===== config.mk =====
export PLATFORM = sky130hd
export DESIGN_NAME = divider_unit
export DESIGN_NICKNAME = d
export VERILOG_FILES = /design/src/rtl/divider_unit.sv
export SDC_FILE = /design/constraint.sdc
export NUM_CORES = 1
export LEC_CHECK = 0
export ABC_CLOCK_PERIOD_IN_PS = 15250
export BUFFER_PORTS_ARGS = -buffer_cell sky130_fd_sc_hd__buf_2
export CAP_MARGIN = 20
export CELL_PAD_IN_SITES_DETAIL_PLACEMENT = 0
export CELL_PAD_IN_SITES_GLOBAL_PLACEMENT = 1
export CORE_ASPECT_RATIO = 1.5
export CORE_MARGIN = 10
export CORE_UTILIZATION = 48
export CTS_CLUSTER_DIAMETER = 150
export CTS_CLUSTER_SIZE = 28
export DETAILED_ROUTE_END_ITERATION = 6
export GPL_TIMING_DRIVEN = 0
export PLACE_DENSITY_LB_ADDON = 0.3
export SYNTH_ARGS = -nofsm -noshare
export SYNTH_HDL_FRONTEND = slang
export SYNTH_SLANG_ARGS = --single-unit

===== constraint.sdc =====
create_clock -name clk -period 15.25 [get_ports clk]
set_input_delay 0.7625 -clock clk [delete_from_list [all_inputs] [get_ports clk]]
set_output_delay 0.7625 -clock clk [all_outputs]
set_load 0.1 [all_outputs]

===== src/rtl/divider_unit.sv =====
// divider_unit: multi-cycle restoring divider, unsigned or signed per operation.
// One quotient bit per cycle over WIDTH cycles, plus one cycle for sign fix-up.
// A zero divisor skips the iteration and completes on the next edge.
module divider_unit #(
    parameter int WIDTH = 32
) (
    input  logic             clk,
    input  logic             rst,
    input  logic             start,
    input  logic             mode,
    input  logic [WIDTH-1:0] dividend,
    input  logic [WIDTH-1:0] divisor,
    output logic [WIDTH-1:0] quotient,
    output logic [WIDTH-1:0] remainder,
    output logic             busy,
    output logic             done,
    output logic             div_by_zero
);

    localparam int CW = $clog2(WIDTH + 1);

    typedef enum logic [1:0] {IDLE, RUN, FINISH} state_t;

    state_t           state, state_nxt;
    logic [CW-1:0]    cnt;
    logic [WIDTH-1:0] pr;       // partial remainder (always < divisor magnitude)
    logic [WIDTH-1:0] qr;       // dividend bits shift out of the top, quotient bits in at the bottom
    logic [WIDTH-1:0] dsr;      // divisor magnitude
    logic             rem_neg;
    logic             q_neg;
    logic             dz;
    logic [WIDTH:0]   shifted;
    logic [WIDTH:0]   diff;
    logic             sa, sb;

    // Two's-complement magnitude; the most negative value maps to 2^(WIDTH-1) unsigned.
    function automatic logic [WIDTH-1:0] mag(input logic [WIDTH-1:0] x, input logic sgn);
        return (sgn && x[WIDTH-1]) ? -x : x;
    endfunction

    assign sa      = mode & dividend[WIDTH-1];
    assign sb      = mode & divisor[WIDTH-1];
    assign shifted = {pr, qr[WIDTH-1]};
    assign diff    = shifted - {1'b0, dsr};
    assign busy    = (state != IDLE);

    // State register.
    always_ff @(posedge clk or posedge rst) begin
        if (rst) state <= IDLE;
        else     state <= state_nxt;
    end

    // Next state: zero divisor jumps straight to FINISH; RUN ends after WIDTH steps.
    always_comb begin
        state_nxt = state;
        case (state)
            IDLE:    if (start) state_nxt = (divisor == '0) ? FINISH : RUN;
            RUN:     if (cnt == CW'(1)) state_nxt = FINISH;
            FINISH:  state_nxt = IDLE;
            default: state_nxt = IDLE;
        endcase
    end

    // Datapath: operand capture, restoring iteration, result/flag registers.
    always_ff @(posedge clk or posedge rst) begin
        if (rst) begin
            cnt         <= '0;
            pr          <= '0;
            qr          <= '0;
            dsr         <= '0;
            rem_neg     <= 1'b0;
            q_neg       <= 1'b0;
            dz          <= 1'b0;
            quotient    <= '0;
            remainder   <= '0;
            done        <= 1'b0;
            div_by_zero <= 1'b0;
        end else begin
            done <= 1'b0;
            case (state)
                IDLE: if (start) begin
                    dz      <= (divisor == '0);
                    // on divide-by-zero the raw dividend is parked in qr to become the remainder
                    qr      <= (divisor == '0) ? dividend : mag(dividend, mode);
                    dsr     <= mag(divisor, mode);
                    pr      <= '0;
                    cnt     <= CW'(WIDTH);
                    rem_neg <= sa;
                    q_neg   <= sa ^ sb;
                end
                RUN: begin
                    cnt <= cnt - 1'b1;
                    if (!diff[WIDTH]) begin
                        pr <= diff[WIDTH-1:0];
                        qr <= {qr[WIDTH-2:0], 1'b1};
                    end else begin
                        pr <= shifted[WIDTH-1:0];
                        qr <= {qr[WIDTH-2:0], 1'b0};
                    end
                end
                FINISH: begin
                    done        <= 1'b1;
                    div_by_zero <= dz;
                    if (dz) begin
                        quotient  <= '1;
                        remainder <= qr;
                    end else begin
                        quotient  <= q_neg   ? -qr : qr;
                        remainder <= rem_neg ? -pr : pr;
                    end
                end
                default: ;
            endcase
        end
    end

endmodule


* Yosys cells after proc, flatten, opt, wreduce, memory -nomap -nowiden
Cells that the tools add are included.
** Cells by class
- Reductions and logical operators :: 9
- Multiplexer cells :: 20
- Equality and inequality tests :: 5
- Bitwise gates (word level) :: 3
- $add $sub $neg :: 6
** Operator list (count)
- 32-bit two-way mux :: 10
- 32-bit negator :: 4
- 32-bit case mux with 2 select lines :: 2
- 33-bit by 32-bit subtractor with 33-bit output :: 1
- 32-bit zero test :: 1
- 6-bit case mux with 2 select lines :: 1
- 6-bit by 1-bit == test with 1-bit output (second input constant) :: 1
- 2-bit two-way mux :: 3
- 6-bit two-way mux :: 1
- 2-bit AND reduction :: 3
- 6-bit by 1-bit subtractor with 6-bit output (second input constant) :: 1
- 2-bit inequality test (second input constant) :: 2
- 2-bit case mux with 2 select lines :: 1
- 2-bit nonzero test :: 2
- 1-bit bitwise AND :: 2
- 2-bit by 1-bit == test with 1-bit output (second input constant) :: 1
- 2-bit == test (second input constant) :: 1
- 1-bit logical AND :: 2
- 2-bit zero test :: 1
- 1-bit two-way mux :: 2
- 1-bit bitwise XOR :: 1
** Storage, ports and cells
- Input bits :: 68
- Output and inout port bits :: 67
- Register bits :: 173

* Depth between registers and ports, before layout
Gate-level depths: netlist of the first run.
- Depth after elaboration :: 5
- Mapped depth :: 12
- Mapped depth without buffers :: 11

* Worst setup path after synthesis of the first run
OpenSTA, ideal clock, no wires.
- Path kind :: input-to-reg
- From :: input port divisor[13]
- To :: register qr[23]
- Buffers on the path :: 2
- Cell stages on the path :: 10
- Arrival time :: 3011 ps
- Setup time :: 133 ps
- Required time :: 15117 ps
- Path slack :: 12106 ps
- Cells stage by stage :: or3_1 -> or3_1 -> nor4_1 -> and4_1 -> clkbuf_1 -> or2_2 -> clkbuf_1 -> nor2_1 -> xnor2_1 -> o21ai_0
** Between the ends
- Longest elaborated chain between the ends :: 4
** Ends and longest elaborated chain
- start: declaration :: RTL line 12 : input logic [WIDTH-1:0] divisor,
- 32-bit zero test :: RTL line 84 : qr <= (divisor == '0) ? dividend : mag(dividend, mode);
- 32-bit two-way mux :: RTL line 84
- 32-bit two-way mux :: RTL line 81 : IDLE: if (start) begin
- 32-bit case mux with 2 select lines :: RTL line 80 : case (state)
- end signal: assignment :: RTL line 84
- end signal: assignment :: RTL line 95 : qr <= {qr[WIDTH-2:0], 1'b1};
- end signal: assignment :: RTL line 98 : qr <= {qr[WIDTH-2:0], 1'b0};
- end: declaration :: RTL line 27 : logic [WIDTH-1:0] qr;
No other way between the ends. The select of a mux whose other input is x is not followed.
A chain may end at the register's enable or synchronous reset.

* Worst setup path after layout of the first run
- From :: register pr[17]
- To :: register pr[1]
** Between the ends
- Longest elaborated chain between the ends :: 3
** Ends and longest elaborated chain
- start: declaration :: RTL line 26 : logic [WIDTH-1:0] pr;
- start signal: assignment :: RTL line 94 : pr <= diff[WIDTH-1:0];
- start signal: assignment :: RTL line 97 : pr <= shifted[WIDTH-1:0];
- 33-bit by 32-bit subtractor with 33-bit output :: RTL line 44 : assign diff = shifted - {1'b0, dsr};
- 32-bit two-way mux :: RTL line 93 : if (!diff[WIDTH]) begin
- 32-bit case mux with 2 select lines :: RTL line 80
No other way between the ends.

==> qor.csv, run 1 <==
stage,metric,value,unit
outcome,status,finished clean,
global_routing,grt_usage,23.70,%
worst_setup_path,cp_slowest_cell,xor2_1,
timing,setup_violations,0,
worst_setup_path,cp-startpoint,pr[17],
drt,routed_via_density,5.758,
finish,fill_cells,2213,
synth,synthCells,1368,
timing,rsz0062_at_grt,no,
global_routing,grt_pass1_vias,10720,
timing,finClkSkew,0.01056,ns
clock_tree,cts_tree,yes,
drt,drt-total-wl,36500,um
finish,synthToLayoutAreaGrowth,14.74,%
worst_setup_path,critPathRequiredTime,15.59,ns
clock_tree,clk_path_buf_depth,2,
drt,drt_iter0_drc,794,
worst_setup_path,path_cells,ha_1 > clkbuf_1 > nand2_1 > o21ai_0 > a211oi_1 > o31ai_1 > a21oi_1 > xor2_1 > clkbuf_1 > nand2_1 > a32o_1,
clock_tree,clkTransAtPathRegs,0.07,ns
finish,seq_area,4329,sq um
timing,hold_viol,0,
synth,synth_area,11380,sq um
worst_setup_path,slowest_delay,0.62,ns
timing,tns,0,ns
synth,synthesis.nets,1475,
clock_tree,cts.htree.levels,4,
floorplan,pin_count,135,
placed_design,hpwlAfterDp,29510,um
floorplan,die_area,30390,sq um
finish,diodes,0,
clock_tree,hold_buffers,0,
synth,async_reset_ff_share,100.0,%
placed_design,gp_congestion,0.9552,
finish,layout_commonest_cell,dfrtp_1,
placed_design,dpl-instance-area,12480,sq um
timing,fmax,251.9,MHz
flow_run,maxCapViolCount,0,
clock_tree,post-cts-setup-buffers,0,
timing,maxSlewHeadroom,48.04,%
global_routing,grt_max_degree,115,
worst_setup_path,cp.arrival,4.31,ns
drt,route.detailed.drc,0,
min_path,min_path_type,in2async,
floorplan,die_w,145.7,um
worst_setup_path,critical_path.top_delay_family,compound AO/OA/AOI/OAI gates,
finish,final_core_util,56.20,%
placed_design,port_buffers,134,
clock_tree,cts_root_buf,clkbuf_16,
synth,synth.ff_latch_count,173,
clock_tree,cts_buffers,17,
synth,synth_warnings,0,
timing,tightestPinTransition,0.7738,ns
timing,finalMaxSlewViolations,0,
finish,design_area,13050,sq um
finish,layout-drive-gt1-share,12.25,%
floorplan,die_y,208.6,um
drt,postRouteAntennaNets,0,
worst_setup_path,end_kind,register,
synth,synth.distinct_cells,60,
floorplan,num_rows,68,
drt,wl_per_cell,19.73,um
clock_tree,cts.sinks,173,
clock_tree,clk_latency,0.45,ns
worst_setup_path,start_kind,register,
finish,multi_input_area,6524,sq um
synth,synth.avg_cell_area,8.317,sq um
finish,final_cell_mix,"dfrtp_1 (173), o21ai_0 (167), nand2_1 (157)",
global_routing,overflow,0,
global_routing,grt_first_pass_wirelength,57690,um
drt,firstDrtPassIters,5,
worst_setup_path,r2r-start,pr[17],
global_routing,antenna_found_initial,0,
timing,period_share,26.03,%
synth,synth_top_flop_cell,dfrtp_1,
clock_tree,cts_resized,0,
timing,fin_crit,3.970,ns
floorplan,start_util,48.98,%
timing,finalWorstSetupSlack,11.28,ns
floorplan,core_area,23230,sq um
worst_setup_path,path_buf_inv,2,
worst_setup_path,critPathKind,reg2reg,
finish,layout.nets,1629,
worst_setup_path,crit_path_max_fanout,10,
synth,yosysSeqAreaShare,38.05,%
synth,synth_edf_count,0,
drt,vias,10650,
placed_design,dp_slack,11.17,ns
[logic make-up after synthesis]
group                      count (synthesis)  synth area share, %
AOI/OAI and AO/OA                        436                23.20
and+or+nand+nor                          432                18.02
DFF                                      173                38.05
xor gates and xnor gates                 141                10.85
buffers and inverters                    137                4.608
adders and majority gates                 39                4.355
muxes                                     10               0.9018
[state kept, by name, summed over array words and instances, names as in the netlist, 2 cells and up]
| register | cells |
|---|---|
| dsr | 32 |
| pr | 32 |
| qr | 32 |
| quotient | 32 |
| remainder | 32 |
| cnt | 6 |
| state | 2 |
[Yosys cell counts, drive strengths merged (4+ instances only)]
master	number	area [sq um]
o21a	5	37.54
a22oi	28	210.2
a21oi	115	575.6
or4	18	138.9
or3	21	146.4
nor4	11	68.82
and2	6	37.54
inv	52	195.2
or2	5	33.78
o311ai	5	43.79
o22a	5	43.79
o31ai	29	231.5
nand2b	12	75.07
nor2	93	349.1
ha	38	475.5
dfrtp	173	4329
nand2	157	589.3
xor2	88	770.7
a32oi	14	122.6
nand3	59	295.3
o21ai	169	845.8
clkbuf	77	290.3
buf	8	38.78
a21o	10	75.07
a31oi	14	87.58
nor2b	8	50.05
a31o	4	35.03
o41ai	16	147.7
and3	9	56.30
o211ai	5	37.54
xnor2	53	464.2
nor3	16	80.08
mux2i	8	80.08
nand4	7	43.79
[worst paths after layout]
path                                 end  slack (ns)  depth (start not counted)
min in group clk           remainder[11]        0.48                          2
max in group asynchronous        rem_neg       14.03                          3
min                               qr[18]        0.32                          2
max                                pr[1]       11.28                         11
min reg2reg                remainder[11]        0.48                          2
max reg2reg                        pr[1]       11.28                         11
[final cells by class]
cell class	instances	area share (%)
Multi-Input combinational cell	1058	49.98
Sequential cell	173	33.16
Timing Repair Buffer	135	5.348
Clock buffer	17	3.259
Tap cell	315	3.019
Buffer	85	2.521
Inverter	52	1.553
Clock inverter	15	1.160
[routing by layer]
layer,vias up,track usage (%),wire length [um]
li1,5220,-,-
met1,4993,23.97,13360
met2,333,43.66,19220
met3,107,3.714,1535
met4,0,15.90,2376
met5,-,0,0
[stage by stage]
| stage | hold WS [ns] | instances |
|---|---|---|
| 2_1_floorplan | 0.4459 | 1368 |
| 3_3_place_gp | 0.4627 | 1817 |
| 3_5_place_dp | 0.4648 | 1818 |
| 4_1_cts | 0.3506 | 1850 |
| 5_1_grt | 0.3747 | 1850 |
| 6_report | 0.3229 | 1850 |
Power of run 1 is not shown: default switching activity piles up to over one toggle a cycle in this logic, so the estimate is an artifact.
==> run 2, diff against run 1 <==
Settings changed: ABC_CLOCK_PERIOD_IN_PS 15250 to 3980, CORE_UTILIZATION 48 to 45.
Clock period 15.25 ns to 3.98 ns, I/O delays scaled along.
==> qor.csv, run 2 (synthesis gave the netlist of run 1 again) <==
stage,metric,value,unit,change
finish,layout_commonest_cell,dfrtp_1,,
placed_design,port_buffers,134,,unchanged
clock_tree,cts.sinks,173,,unchanged
timing,fin_crit,3.727,ns,-0.2427 ns
global_routing,grt_max_degree,42,,-63%
worst_setup_path,reg2reg_depth,12,,+1
clock_tree,clk_path_buf_depth,2,,unchanged
timing,tightestPinTransition,0.8262,ns,+0.05242 ns
drt,vias,10710,,+0.56%
flow_run,maxCapViolCount,0,,unchanged
finish,diodes,0,,unchanged
min_path,holdCritStartpoint,divisor[1],,
timing,finalMaxSlewViolations,0,,unchanged
finish,final_cell_mix,"dfrtp_1 (173), o21ai_0 (166), nand2_1 (157)",,
timing,setup_violations,0,,unchanged
worst_setup_path,cp_slowest_cell,clkbuf_1,,
drt,drt-total-wl,37730,um,+3.4%
placed_design,dpl-instance-area,12540,sq um,+0.52%
finish,layout-drive-gt1-share,12.61,%,+0.36 points
worst_setup_path,r2r_setup_slack,0.25,ns,-11.03 ns
drt,drt_iter0_drc,726,,-8.6%
placed_design,hpwlAfterDp,30970,um,+4.9%
worst_setup_path,end_kind,register,,
worst_setup_path,start_kind,register,,
global_routing,overflow,0,,unchanged
clock_tree,cts_tree,yes,,
worst_setup_path,reg2reg_to,pr[0],,
global_routing,grt_usage,23.09,%,-0.61 points
clock_tree,clkTransAtPathRegs,0.07,ns,about the same
clock_tree,cts.htree.levels,4,,unchanged
min_path,whs_path_depth,3,,
worst_setup_path,crit_path_max_fanout,10,,unchanged
worst_setup_path,cp.arrival,4.06,ns,-0.25 ns
placed_design,gp_congestion,0.9375,,-1.9%
floorplan,die_area,32170,sq um,+5.9%
global_routing,grt_pass1_vias,10710,,-0.075%
timing,rsz0062_at_grt,no,,
global_routing,grt_first_pass_wirelength,58020,um,+0.58%
timing,period_share,93.64,%,+68 points
worst_setup_path,critPathRequiredTime,4.31,ns,-11.28 ns
min_path,min_to,dsr[1],,
worst_setup_path,path_cells,inv_1 > ha_1 > fa_1 > nand2b_1 > a21oi_1 > o211ai_1 > nand2_1 > a21oi_1 > xnor2_2 > clkbuf_1 > nand2_1 > a32o_1,,
drt,firstDrtPassIters,5,,unchanged
clock_tree,cts_root_buf,clkbuf_16,,
timing,hold_viol,0,,unchanged
clock_tree,cts_buffers,17,,unchanged
clock_tree,post-cts-setup-buffers,0,,unchanged
drt,routed_via_density,5.738,,-0.35%
min_path,min_path_type,in2reg,,
drt,wl_per_cell,20.21,um,+2.4%
finish,design_area,13140,sq um,+0.64%
outcome,status,finished clean,,
worst_setup_path,slowest_delay,0.46,ns,-0.16 ns
timing,tns,0,ns,unchanged
drt,postRouteAntennaNets,0,,unchanged
floorplan,pin_count,135,,unchanged
finish,synthToLayoutAreaGrowth,15.47,%,
global_routing,antenna_found_initial,0,,unchanged
floorplan,core_area,24960,sq um,+7.5%
floorplan,start_util,45.58,%,-3.4 points
clock_tree,clk_latency,0.46,ns,about the same
worst_setup_path,critPathKind,reg2reg,,
drt,route.detailed.drc,0,,unchanged
worst_setup_path,r2r-start,qr[31],,
finish,layout.nets,1633,,+0.25%
floorplan,num_rows,71,,+4.4%
timing,maxSlewHeadroom,44.72,%,-3.3 points
timing,finClkSkew,0.01441,ns,+0.003855 ns
finish,final_core_util,52.63,%,-3.6 points
timing,fmax,268.3,MHz,+6.5%
floorplan,die_y,214.7,um,+3.0%
floorplan,die_w,149.8,um,+2.8%
-- run 2: changes by cell type in the layout (fill, tap and decap cells not counted), sizes merged --
cell / change
buf: +3
bufinv: -1
clkinvlp: +1
dlygate4sd3: +1
-- run 2: per-layer routing --
metal,global-route usage (%),vias to the layer above,routed length [um]
met3,3.407,98,1406
met2,43.03,283,20410
li1,-,5213,-
met5,0,-,0
met1,23.23,5119,13730
met4,14.07,0,2189
-- run 2: final cells by class --
| type | count | area, sq um |
|---|---|---|
| plain buffers | 85 | 330.3 |
| clock buffers | 17 | 425.4 |
| clock inverters | 15 | 143.9 |
| fillers | 2470 | 11830 |
| inverters | 52 | 198.9 |
| multi-input cells | 1058 | 6539 |
| flip-flops and latches | 173 | 4329 |
| well taps | 328 | 410.4 |
| repair buffers | 139 | 760.7 |
-- run 2: worst max-delay path by stage --
stage                        end  slack, ns  startpoint  depth (start not counted)
floorplan           quotient[29]       0.99       qr[7]                          9
CTS                        pr[0]       0.02      pr[16]                         11
global placement           pr[0]       0.07      qr[31]                         12
detailed placement         pr[0]       0.04      pr[17]                         11
global route               pr[0]       0.11      qr[31]                         12
finish                     pr[0]       0.25      qr[31]                         12
-- run 2: critical path, delay by kind of cell (launching register included) --
family,cells,cell delay (ns)
AOI/OAI and AO/OA,4,0.96
xor gates and xnor gates,1,0.45
adders and majority gates,2,0.66
buffers and inverters,2,0.62
DFF,1,0.35
and+or+nand+nor,3,0.57
-- run 2: what timing repair did --
item / in CTS / in global routing
endpoints found under the hold margin: 17 / 0
hold buffers: 1 / 0
gates resized for setup: 1 / 4
endpoints found under the setup margin: 1 / 16
-- run 2: stage by stage --
stage / hold WS [ns] / setup WS [ns] / std cells
after global placement: 0.4609 / 0.06970 / 1830
after floorplan: 0.3317 / 0.9850 / 1368
after CTS: 0.03522 / 0.01667 / 1867
after detailed placement: 0.2379 / 0.03603 / 1834
final: 0.04636 / 0.2530 / 1867
after global routing: 0.05000 / 0.1078 / 1867
Power of run 2 is left out for the same reason.
==> run 3, diff against run 2 <==
Settings changed: REMOVE_ABC_BUFFERS set to 1.
==> qor.csv, run 3 (synthesis gave the netlist of run 1 again) <==
stage,metric,value,unit,change
outcome,status,finished clean,,
worst_setup_path,r2r_setup_slack,0.42,ns,+0.17 ns
timing,finClkSkew,0.01029,ns,-0.004126 ns
drt,dr.max_layer_used,met4,,
floorplan,core_area,24960,sq um,unchanged
timing,finalMaxSlewViolations,0,,unchanged
clock_tree,clk_path_buf_depth,2,,unchanged
floorplan,num_rows,71,,unchanged
worst_setup_path,cp.arrival,3.89,ns,-0.17 ns
clock_tree,clk_latency,0.45,ns,about the same
finish,final_cell_mix,"dfrtp_1 (172), o21ai_0 (167), nand2_1 (156)",,
finish,layout-drive-gt1-share,13.57,%,+0.97 points
timing,rsz0062_at_grt,no,,
finish,layout_commonest_cell,dfrtp_1,,
timing,fin_crit,3.560,ns,-0.1675 ns
floorplan,start_util,45.58,%,unchanged
drt,drt_iter0_drc,684,,-5.8%
floorplan,die_y,214.7,um,unchanged
min_path,min_path_type,in2reg,,
drt,wl_met2,16190,um,-21%
clock_tree,cts_resized,0,,-1
finish,layout.nets,1553,,-4.9%
global_routing,grt_pass1_vias,9802,,-8.5%
clock_tree,clkTransAtPathRegs,0.07,ns,about the same
timing,fmax,280.9,MHz,+4.7%
worst_setup_path,end_kind,register,,
clock_tree,cts.htree.levels,4,,unchanged
worst_setup_path,cp_slowest_cell,xor2_2,,
floorplan,die_area,32170,sq um,unchanged
min_path,holdCritStartpoint,dividend[0],,
min_path,whs_path_depth,3,,unchanged
drt,route.detailed.drc,0,,unchanged
floorplan,die_w,149.8,um,unchanged
finish,synthToLayoutAreaGrowth,14.23,%,
global_routing,overflow,0,,unchanged
timing,period_share,89.43,%,-4.2 points
timing,maxSlewHeadroom,33.39,%,-11 points
worst_setup_path,crit_path_max_fanout,22,,+12
timing,hold_viol,0,,unchanged
placed_design,port_buffers,134,,unchanged
drt,routed_via_density,5.601,,-2.4%
worst_setup_path,critPathKind,reg2reg,,
clock_tree,post-cts-setup-buffers,0,,unchanged
drt,wl_per_cell,17.52,um,-13%
drt,dr_wl_met3,1449,um,+3.1%
clock_tree,cts.sinks,173,,unchanged
floorplan,pin_count,135,,unchanged
clock_tree,cts_root_buf,clkbuf_16,,
drt,vias,10010,,-6.6%
global_routing,grt_first_pass_wirelength,51160,um,-12%
finish,fill_cells,2445,,-1.0%
min_path,min_to,qr[0],,
global_routing,grt_max_degree,100,,+140%
timing,hold_ws,0.04247,ns,-0.003886 ns
worst_setup_path,critPathRequiredTime,4.31,ns,about the same
finish,diodes,0,,unchanged
clock_tree,cts_buffers,17,,unchanged
worst_setup_path,start_kind,register,,
worst_setup_path,reg2reg_depth,12,,unchanged
global_routing,grt_usage,19.49,%,-3.6 points
drt,drt-total-wl,31310,um,-17%
global_routing,antenna_found_initial,0,,unchanged
drt,wl_met1,12910,um,-6.0%
worst_setup_path,slowest_delay,0.54,ns,+0.08 ns
drt,firstDrtPassIters,6,,+1
drt,postRouteAntennaNets,0,,unchanged
timing,setup_violations,0,,unchanged
placed_design,hpwlAfterDp,23610,um,-24%
worst_setup_path,r2r-start,qr[31],,
worst_setup_path,path_cells,inv_1 > ha_1 > fa_1 > nand2b_1 > a21oi_1 > o211ai_1 > nand2_1 > a21oi_1 > xor2_2 > buf_8 > nand2_1 > a32o_1,,
worst_setup_path,reg2reg_to,pr[0],,
clock_tree,cts_tree,yes,,
timing,tightestPinTransition,0.9991,ns,+0.1729 ns
placed_design,gp_congestion,0.8747,,-6.7%
flow_run,maxCapViolCount,0,,unchanged
[run 3: cell count changes in the layout (fill, tap and decap cells not counted), sizes merged]
cell      before  now
clkbuf        94   21
inv           61   52
bufinv         0    5
buf          146  143
clkinv         4    2
clkinvlp       2    4
[run 3: metal layers]
metal / vias to the layer above / global-route usage, %
li1: 5043 / -
met3: 37 / 3.155
met2: 229 / 34.98
met1: 4700 / 22.53
met5: - / 0
met4: 0 / 7.083
[run 3: worst max-delay path by stage]
stage | start | end | slack, ns | cells after the start
finish | qr[31] | pr[0] | 0.42 | 12
detailed placement | qr[31] | pr[0] | 0.37 | 12
global route | qr[31] | pr[0] | 0.16 | 12
global placement | state[1] | pr[31] | -6.88 | 4
floorplan | state[1] | pr[12] | -1.79 | 4
CTS | qr[31] | pr[0] | 0.35 | 12
[run 3: layout make-up]
class / count / area (sq um) / area share [%]
clock inverters: 11 / 190.2 / 1.463
repair buffers: 144 / 848.3 / 6.527
clock buffers: 21 / 450.4 / 3.466
flip-flops and latches: 173 / 4330 / 33.32
multi-input cells: 1058 / 6564 / 50.51
inverters: 52 / 202.7 / 1.560
well taps: 328 / 410.4 / 3.158
[run 3: timing repair]
action | in CTS | in global routing
hold buffers | 1 | 0
setup endpoints to repair | 0 | 0
hold endpoints to repair | 80 | 0
[run 3: stage by stage]
| step | cells | setup WS, ns | setup TNS, ns | cell area (sq um) | utilization [%] |
|---|---|---|---|---|---|
| 2_1_floorplan | 1283 | -1.793 | -267.80 | 11050 | - |
| 3_3_place_gp | 1745 | -6.883 | -934.43 | 12130 | 48.59 |
| 3_5_place_dp | 1754 | 0.3669 | 0 | 12350 | 49.46 |
| 4_1_cts | 1787 | 0.3464 | 0 | 13000 | 52.06 |
| 5_1_grt | 1787 | 0.1596 | 0 | 13000 | 52.06 |
| 6_report | 1787 | 0.4205 | 0 | 13000 | 52.06 |
[run 3: critical path: cells and delay by family, from the launching register on]
family | cells | cell delay [ns]
buf+inv | 2 | 0.47
xor+xnor | 1 | 0.54
flops | 1 | 0.35
fa+ha+maj | 2 | 0.69
simple gates | 3 | 0.49
compound gates | 4 | 0.89
Power of run 3 is left out for the same reason.
